**src/rtl/ps2_host_tx.sv**
```systemverilog
// PS/2 host-to-device command transmitter: inhibits the bus, requests to send,
// shifts a byte out on device clock edges and checks the device ACK.
`timescale 1ns/1ps
module ps2_host_tx #(
  parameter int CLK_KHZ     = 1000,
  parameter int INHIBIT_US  = 100,
  parameter int START_TO_US = 15000,
  parameter int FRAME_TO_US = 2000
) (
  input  logic       iClk,
  input  logic       iReset,
  input  logic       iStart,
  input  logic [7:0] iData,
  input  logic       iPs2_Clk,
  input  logic       iPs2_Data,
  output logic       oPs2_Clk_Oe,
  output logic       oPs2_Data_Oe,
  output logic       oBusy,
  output logic       oDone,
  output logic       oError,
  output logic [2:0] oState
);

  localparam int INHIBIT_CYC = CLK_KHZ * INHIBIT_US / 1000;
  localparam int START_CYC   = CLK_KHZ * START_TO_US / 1000;
  localparam int FRAME_CYC   = CLK_KHZ * FRAME_TO_US / 1000;
  localparam int MAX_CYC_A   = (START_CYC > FRAME_CYC) ? START_CYC : FRAME_CYC;
  localparam int MAX_CYC     = (MAX_CYC_A > INHIBIT_CYC) ? MAX_CYC_A : INHIBIT_CYC;
  localparam int TW          = $clog2(MAX_CYC + 1);

  localparam logic [TW-1:0] TIMER_MAX     = TW'(MAX_CYC);
  localparam logic [TW-1:0] INHIBIT_LAST  = TW'(INHIBIT_CYC - 1);
  localparam logic [TW-1:0] START_BIT_AT  = TW'((INHIBIT_CYC >= 2) ? INHIBIT_CYC - 2 : 0);
  localparam logic [TW-1:0] START_LAST    = TW'(START_CYC - 1);
  localparam logic [TW-1:0] FRAME_LAST    = TW'(FRAME_CYC - 1);

  typedef enum logic [2:0] {
    S_IDLE      = 3'd0,
    S_INHIBIT   = 3'd1,
    S_REQ       = 3'd2,
    S_TX        = 3'd3,
    S_ACK       = 3'd4,
    S_WAIT_IDLE = 3'd5
  } state_t;

  state_t          r_state;
  logic [1:0]      r_clk_sync;
  logic [1:0]      r_data_sync;
  logic [2:0]      r_clk_hist;
  logic [2:0]      r_data_hist;
  logic            r_clk_filt_d;
  logic [TW-1:0]   r_timer;
  logic [3:0]      r_bit_idx;
  logic [7:0]      r_data;
  logic            r_parity;
  logic            r_ack_bit;
  logic            r_clk_oe;
  logic            r_data_oe;
  logic            r_busy;
  logic            r_done;
  logic            r_error;

  logic            w_clk_filt;
  logic            w_data_filt;
  logic            w_clk_fall;
  logic [TW-1:0]   w_timer_next;
  logic            w_start_exp;
  logic            w_frame_exp;
  logic            w_abort;
  logic [3:0]      w_bit_next;
  logic            w_tx_oe;

  function automatic logic maj3(input logic [2:0] v);
    return (v[0] & v[1]) | (v[0] & v[2]) | (v[1] & v[2]);
  endfunction

  // Line conditioning: both lines idle high, so every stage resets to 1 and
  // no phantom edge appears when reset is released.
  always_ff @(posedge iClk or posedge iReset) begin
    if (iReset) begin
      r_clk_sync   <= 2'b11;
      r_data_sync  <= 2'b11;
      r_clk_hist   <= 3'b111;
      r_data_hist  <= 3'b111;
      r_clk_filt_d <= 1'b1;
    end else begin
      r_clk_sync   <= {r_clk_sync[0], iPs2_Clk};
      r_data_sync  <= {r_data_sync[0], iPs2_Data};
      r_clk_hist   <= {r_clk_hist[1:0], r_clk_sync[1]};
      r_data_hist  <= {r_data_hist[1:0], r_data_sync[1]};
      r_clk_filt_d <= w_clk_filt;
    end
  end

  assign w_clk_filt  = maj3(r_clk_hist);
  assign w_data_filt = maj3(r_data_hist);
  assign w_clk_fall  = r_clk_filt_d & ~w_clk_filt;

  assign w_timer_next = (r_timer == TIMER_MAX) ? r_timer : r_timer + 1'b1;
  assign w_start_exp  = (r_timer >= START_LAST);
  assign w_frame_exp  = (r_timer >= FRAME_LAST);

  // Timeouts win over a coincident device edge.
  always_comb begin
    w_abort = 1'b0;
    case (r_state)
      S_REQ:       w_abort = w_start_exp;
      S_TX:        w_abort = w_frame_exp;
      S_ACK:       w_abort = w_frame_exp | r_ack_bit;
      S_WAIT_IDLE: w_abort = w_frame_exp;
      default:     w_abort = 1'b0;
    endcase
  end

  // Bit index n is driven after falling edge n+1: 0..7 data, 8 parity, 9 stop.
  always_comb begin
    w_bit_next = r_bit_idx + 4'd1;
    w_tx_oe    = 1'b0;
    case (w_bit_next)
      4'd0, 4'd1, 4'd2, 4'd3,
      4'd4, 4'd5, 4'd6, 4'd7: w_tx_oe = ~r_data[w_bit_next[2:0]];
      4'd8:                   w_tx_oe = ~r_parity;
      default:                w_tx_oe = 1'b0;
    endcase
  end

  // Request handshake: iStart is taken only while oBusy is low (IDLE); oBusy
  // then stays high until the cycle that oDone or oError pulses.
  always_ff @(posedge iClk or posedge iReset) begin
    if (iReset) begin
      r_state   <= S_IDLE;
      r_timer   <= '0;
      r_bit_idx <= '0;
      r_data    <= '0;
      r_parity  <= 1'b0;
      r_ack_bit <= 1'b0;
      r_clk_oe  <= 1'b0;
      r_data_oe <= 1'b0;
      r_busy    <= 1'b0;
      r_done    <= 1'b0;
      r_error   <= 1'b0;
    end else begin
      r_done  <= 1'b0;
      r_error <= 1'b0;
      if (w_abort) begin
        r_state   <= S_IDLE;
        r_clk_oe  <= 1'b0;
        r_data_oe <= 1'b0;
        r_busy    <= 1'b0;
        r_error   <= 1'b1;
        r_timer   <= '0;
        r_bit_idx <= '0;
      end else begin
        case (r_state)
          S_IDLE: begin
            r_clk_oe  <= 1'b0;
            r_data_oe <= 1'b0;
            r_timer   <= '0;
            r_bit_idx <= '0;
            if (iStart) begin
              r_data   <= iData;
              r_parity <= ~^iData;
              r_busy   <= 1'b1;
              r_clk_oe <= 1'b1;
              r_state  <= S_INHIBIT;
            end
          end
          S_INHIBIT: begin
            r_timer <= w_timer_next;
            if (r_timer >= START_BIT_AT) r_data_oe <= 1'b1;
            if (r_timer == INHIBIT_LAST) begin
              r_clk_oe <= 1'b0;
              r_timer  <= '0;
              r_state  <= S_REQ;
            end
          end
          S_REQ: begin
            r_clk_oe  <= 1'b0;
            r_data_oe <= 1'b1;
            r_timer   <= w_timer_next;
            if (w_clk_fall) begin
              r_bit_idx <= '0;
              r_data_oe <= ~r_data[0];
              r_timer   <= '0;
              r_state   <= S_TX;
            end
          end
          S_TX: begin
            r_timer <= w_timer_next;
            if (w_clk_fall) begin
              if (r_bit_idx == 4'd9) begin
                r_ack_bit <= w_data_filt;
                r_data_oe <= 1'b0;
                r_state   <= S_ACK;
              end else begin
                r_bit_idx <= w_bit_next;
                r_data_oe <= w_tx_oe;
              end
            end
          end
          S_ACK: begin
            r_timer <= w_timer_next;
            r_state <= S_WAIT_IDLE;
          end
          S_WAIT_IDLE: begin
            r_timer <= w_timer_next;
            if (w_clk_filt && w_data_filt) begin
              r_done  <= 1'b1;
              r_busy  <= 1'b0;
              r_state <= S_IDLE;
            end
          end
          default: begin
            r_state   <= S_IDLE;
            r_clk_oe  <= 1'b0;
            r_data_oe <= 1'b0;
            r_busy    <= 1'b0;
          end
        endcase
      end
    end
  end

  assign oPs2_Clk_Oe  = r_clk_oe;
  assign oPs2_Data_Oe = r_data_oe;
  assign oBusy        = r_busy;
  assign oDone        = r_done;
  assign oError       = r_error;
  assign oState       = r_state;

endmodule
```
**config.mk**
```make
export PLATFORM = sky130hd
export DESIGN_NAME = ps2_host_tx
export DESIGN_NICKNAME = d
export VERILOG_FILES = /design/src/rtl/ps2_host_tx.sv
export SDC_FILE = /design/constraint.sdc
export NUM_CORES = 1
export LEC_CHECK = 0
export CAP_MARGIN = 20
export CORE_ASPECT_RATIO = 0.6
export CORE_MARGIN = 2
export CORE_UTILIZATION = 58
export DETAILED_ROUTE_END_ITERATION = 16
export PLACE_DENSITY = 0.83
export SYNTH_ARGS = -nofsm -noshare
export SYNTH_HDL_FRONTEND = slang
export SYNTH_SLANG_ARGS = --single-unit
```
**constraint.sdc**
```tcl
create_clock -name iClk -period 2.4 [get_ports iClk]
set_input_delay 0.24 -clock iClk [delete_from_list [all_inputs] [get_ports iClk]]
set_output_delay 0.24 -clock iClk [all_outputs]
set_load 0.01 [all_outputs]
```
Yosys cells after proc, flatten, opt, wreduce, memory -nomap -nowiden. Index checks and enable logic that the tools add are counted.

Add/sub/neg operators: 2. $lt $le $gt $ge: 4. Eq/ne operators: 27. Multiplexer cells: 40. Bitwise gates (word level): 17. Reductions and logical operators: 18.

Operators by type and width (number): $mux W14 (4); $pmux W14 S4 (1); $ne A3 B3 Y1 const B (8); $mux W3 (7); $pmux W3 S6 (1); $eq A4 B3 Y1 const B (4); $mux W1 (16); $mux W4 (4); $add A14 B1 Y14 const B (1); $eq A14 B14 Y1 const B (1); $eq A14 B7 Y1 const B (1); $ge A14 B11 Y1 const B (1); $ge A14 B14 Y1 const B (1); $ge A14 B7 Y1 const B (1); $pmux W4 S3 (1); $pmux W1 S3 (3); $reduce_and A3 Y1 (3); $eq A4 B2 Y1 const B (2); $eq A4 B4 Y1 const B (2); $reduce_and A4 Y1 (2); $reduce_or A8 Y1 (1); $reduce_xnor A8 Y1 (1); $and A1 B1 Y1 (7); $eq A3 B2 Y1 const B (2); other kinds (21) (33).

Register bits: 47. Bits of input ports: 13. Output and inout bits: 8.

Longest topological paths before layout.
Depth in word-level cells: 9. Gate-level depth with buffers: 9. Gate-level depth less buffers: 8.

Worst setup path before layout. No wires, ideal clock.

Path type: register to register. From: register r_timer[0]. To: register r_timer[7]. Setup time: 0.082 ns. Arrival: 2.010 ns. Data required time: 2.318 ns. Setup slack: 0.308 ns. Cell stages (with the launch flop): 9. Buffers on the path: 1. Period minus slack after synthesis: 2.092 ns. Cells stage by stage: dfrtp_1 ha_1 a211oi_1 o31ai_4 a22oi_2 inv_2 buf_6 or3_1 a31oi_1.

RTL lines: start, declared (RTL line 52) `logic [TW-1:0] r_timer;`; start signal, assigned (RTL line 169) `r_timer <= w_timer_next;`; start signal, assigned (RTL line 180) `r_timer <= w_timer_next;`; start signal, assigned (RTL line 189) `r_timer <= w_timer_next;`; $ge A14 B11 Y1 (RTL line 101) `assign w_frame_exp = (r_timer >= FRAME_LAST);`; $or A1 B1 Y1 (RTL line 109) `S_ACK: w_abort = w_frame_exp | r_ack_bit;`; $pmux W1 S3 * (RTL line 106) `case (r_state)`; named net w_abort (RTL line 69) `logic w_abort;`; $reduce_bool A5 Y1 (no line) / $mux W14 (equally long branches).

The timed path passes the listed nets; every way through them passes the cells marked *. A chain may end at the register's enable or synchronous reset.

Final worst setup path.
From: register r_timer[9]. To: register r_timer[9].

Word-level cells in the longest chain between the ends: 5.

RTL lines: $add A14 B1 Y14 / $eq A14 B14 Y1 (equally long branches) (RTL line 99) `assign w_timer_next = (r_timer == TIMER_MAX) ? r_timer : r_timer + 1'b1;`; $mux W14 (RTL line 99); $mux W14 (on tied branches) (RTL line 181, 171); $pmux W14 S4 (RTL line 154) `case (r_state)`; $mux W14 (RTL line 145) `if (w_abort) begin`.

Several ways; a longest one is shown, not always the timed one.

==> out/summary.txt <==
CTS root buffer: clkbuf_8
Layout area overhead: 17.4%
Clock Sinks: 47
Async SR Flop Fraction: 100%
Die H: 56.7 µm
core area: 4520 µm²
Buffers on Ports: 20
max_cap viols: 0
largest cells by area after synthesis: dfrtp_1 34%, dfstp_2 11%, mux2_2 4.2%
largest net degree at the start of global routing: 48
R2R Setup Slk: 0.11 ns
share of the synthesized area in the top cell type: 33.6%
Worst Path Max Fanout: 12
Inserted Diodes: 0
worst vdd ir: 0.000408 V
Fmax: 437 MHz
Post-synth EDFFs: 0
hold crit path type: in -> async
Die Area: 5200 µm²
fraction of layout cells with a size suffix above 1: 20.6%
CP Launch Point: r_timer[9]$_DFFE_PP0P_
R2R Path End: r_timer[9]$_DFFE_PP0P_
via count: 2,246
Final ANT Viol Nets: 0
htree depth: 2
CTS tree: done
Global Route Usage Sum: 26.1%
syn nets: 286
WP data required: 2.59 ns
final instance area: 3150 µm²
RR Startpoint: r_timer[9]$_DFFE_PP0P_
leading area contributor after synthesis: dfrtp_1
first-pass GRT wire length: 10,600 µm
antenna violations before repair: 0
Initial Util: 59.3%
Seq cells post-synth: 47
Post-DP Area: 2980 µm²
Crit. End Element: flop
Max clock buf depth: 2
drt drc: 0
post-synthesis sequential area ratio: 44.4%
# nets final: 311
status: completed
Post-Syn Area: 2680 µm²
row count: 19
RSZ-0062 raised after global routing: false
Final Hold Violating Endpoints: 0
worst setup path category: reg -> reg
CTS Hold Buffers Added: 0
detailed-router iteration count before antenna repair: 5
Worst setup SP type: flop
drt via density: 6.34
unique cell type count in the Yosys netlist: 56
vias in the first global route: 2,064
Initial DRC Count: 264
Setup Skew: 0.0111 ns
total grt overflow: 0
Ys Warns: 0
crit path DAT: 2.48 ns
Mean Syn Cell Area: 10.1 µm²
Final Power: 0.00214 W
routed len/inst: 18.4 µm
Ports: 21
destination of the critical timing path: r_timer[9]$_DFFE_PP0P_
Slew Limit Fails: 0
most frequent cells in the layout: 36 x dfrtp_1, 20 x nor2_1, 20 x clkdlybuf4s50_1
Clock transition at path regs: 0.10 ns
die width: 91.8 µm
Slew headroom: 54.7%
Reg2Reg Depth: 7
DP HPWL: 4590 µm
Top FF cell, synth: dfrtp_1
leakage power figure: 1.33 nW
Syn Inst Count: 265
CTS buffer count: 5
period utilisation layout: 95.3%
clk_lat worst skew: 0.31 ns
total negative slack: 0 ns
GP Congestion: 0.960
most common cell after layout, fill and taps aside: dfrtp_1
Final Critical Period: 2.29 ns
power density over the cells: 682 nW/µm²
DRT Wirelength: 6500 µm
Final setup viols: 0
Worst-Margin Slew: 0.671 ns
## power breakdown
part           internal [W]  switching [W]
clock network      0.000274       0.000288
registers          0.000931       0.000138
logic              0.000261       0.000251
total               0.00147       0.000678
## routing by layer
| metal | vias up | track usage, % | wire (µm) |
|---|---|---|---|
| li1 | 1027 | - | - |
| met1 | 1085 | 43.2 | 3100 |
| met2 | 125 | 35.8 | 2770 |
| met3 | 9 | 4.83 | 579 |
| met4 | 0 | 4.26 | 50 |
| met5 | - | 0 | 0 |
## final cells by class
type / count / area, µm²
Timing Repair Buffer: 33 / 310
Tap cell: 63 / 78.8
Sequential cell: 47 / 1190
Fill cell: 335 / 1370
Inverter: 10 / 37.5
Clock buffer: 6 / 93.8
Multi-Input combinational cell: 193 / 1420
Clock inverter: 2 / 17.5
## registers in the layout, indices dropped and copies added (netlist names), 2 cells and up
name / count
oState: 3
r_bit_idx: 4
r_clk_hist: 3
r_clk_sync: 2
r_data: 8
r_data_hist: 3
r_data_sync: 2
r_timer: 14
## how the worst min path moves through the flow
stage | slack (ns) | start | end | cells past startpoint
after floorplan | 0.24 | iPs2_Clk | r_clk_sync[0]$_DFF_PP1_ | 0
after global placement | 0.35 | r_data_sync[1]$_DFF_PP1_ | r_data_hist[0]$_DFF_PP1_ | 0
after detailed placement | 0.35 | r_data_sync[1]$_DFF_PP1_ | r_data_hist[0]$_DFF_PP1_ | 0
after CTS | 0.29 | iReset | oBusy$_DFFE_PP0P_ | 3
after global routing | 0.32 | iReset | oState[0]$_DFFE_PP0P_ | 3
final | 0.27 | iReset | r_timer[3]$_DFFE_PP0P_ | 3
## cells in the mapped netlist, types with 2 or more instances
master     number
nor2_1         20
buf_6           2
nand4_1         3
a31oi_1        16
nand2b_1        6
buf_2           5
nor4b_1         2
a21o_1          3
dfstp_2        11
mux2_2         10
and2_1          5
ha_1            8
a22oi_1         2
a2111oi_0       2
o2bb2ai_1       3
and3_1          3
dfrtp_1        36
o21a_1          3
o21ai_0         6
o31ai_1         2
nor4_2          2
clkbuf_1        8
or3_1           4
nor3_1          5
inv_1           9
nand3b_1        4
nand3_1        16
nor2b_1         2
mux4_2          2
a21oi_1         9
a211oi_1        3
nor4_1          4
maj3_1          2
a221o_1         3
xnor2_1         8
o211ai_1        3
nand2_1        14
## worst max-delay path, stage by stage, from the launching register on
cell and delay [ns]:
dfrtp_1 0.52, nand2_1 0.10, or4_4 0.47, o31ai_4 0.30, a22oi_2 0.13, inv_2 0.20, nor2_2 0.10, a221o_1 0.35
## metrics by stage
step                      setup WS, ns  instances  utilization (%)  hold slack, ns
after floorplan                  0.308        265                -           0.244
after global placement           0.210        344             66.0           0.348
after detailed placement        0.0564        344             66.0           0.348
after CTS                       0.0402        352             68.5           0.291
after global routing            0.0176        354             69.6           0.317
final                            0.112        354             69.6           0.270
## kinds of logic (layout without fill, tap and decap cells)
family	count (synthesis)	count (layout)	share of synthesized area, %
and+or+nand+nor	97	97	20.2
xor gates and xnor gates	9	9	2.94
buffers and inverters	25	51	4.29
AOI/OAI and AO/OA	65	65	17.8
DFF	47	47	44.4
muxes	12	12	5.88
adders and majority gates	10	10	4.48
## what timing repair did
action	in CTS	in global routing
endpoints found under the setup margin	0	19
setup buffers	0	2
gates resized for setup	0	6
Power figures use the tool's default switching activity.
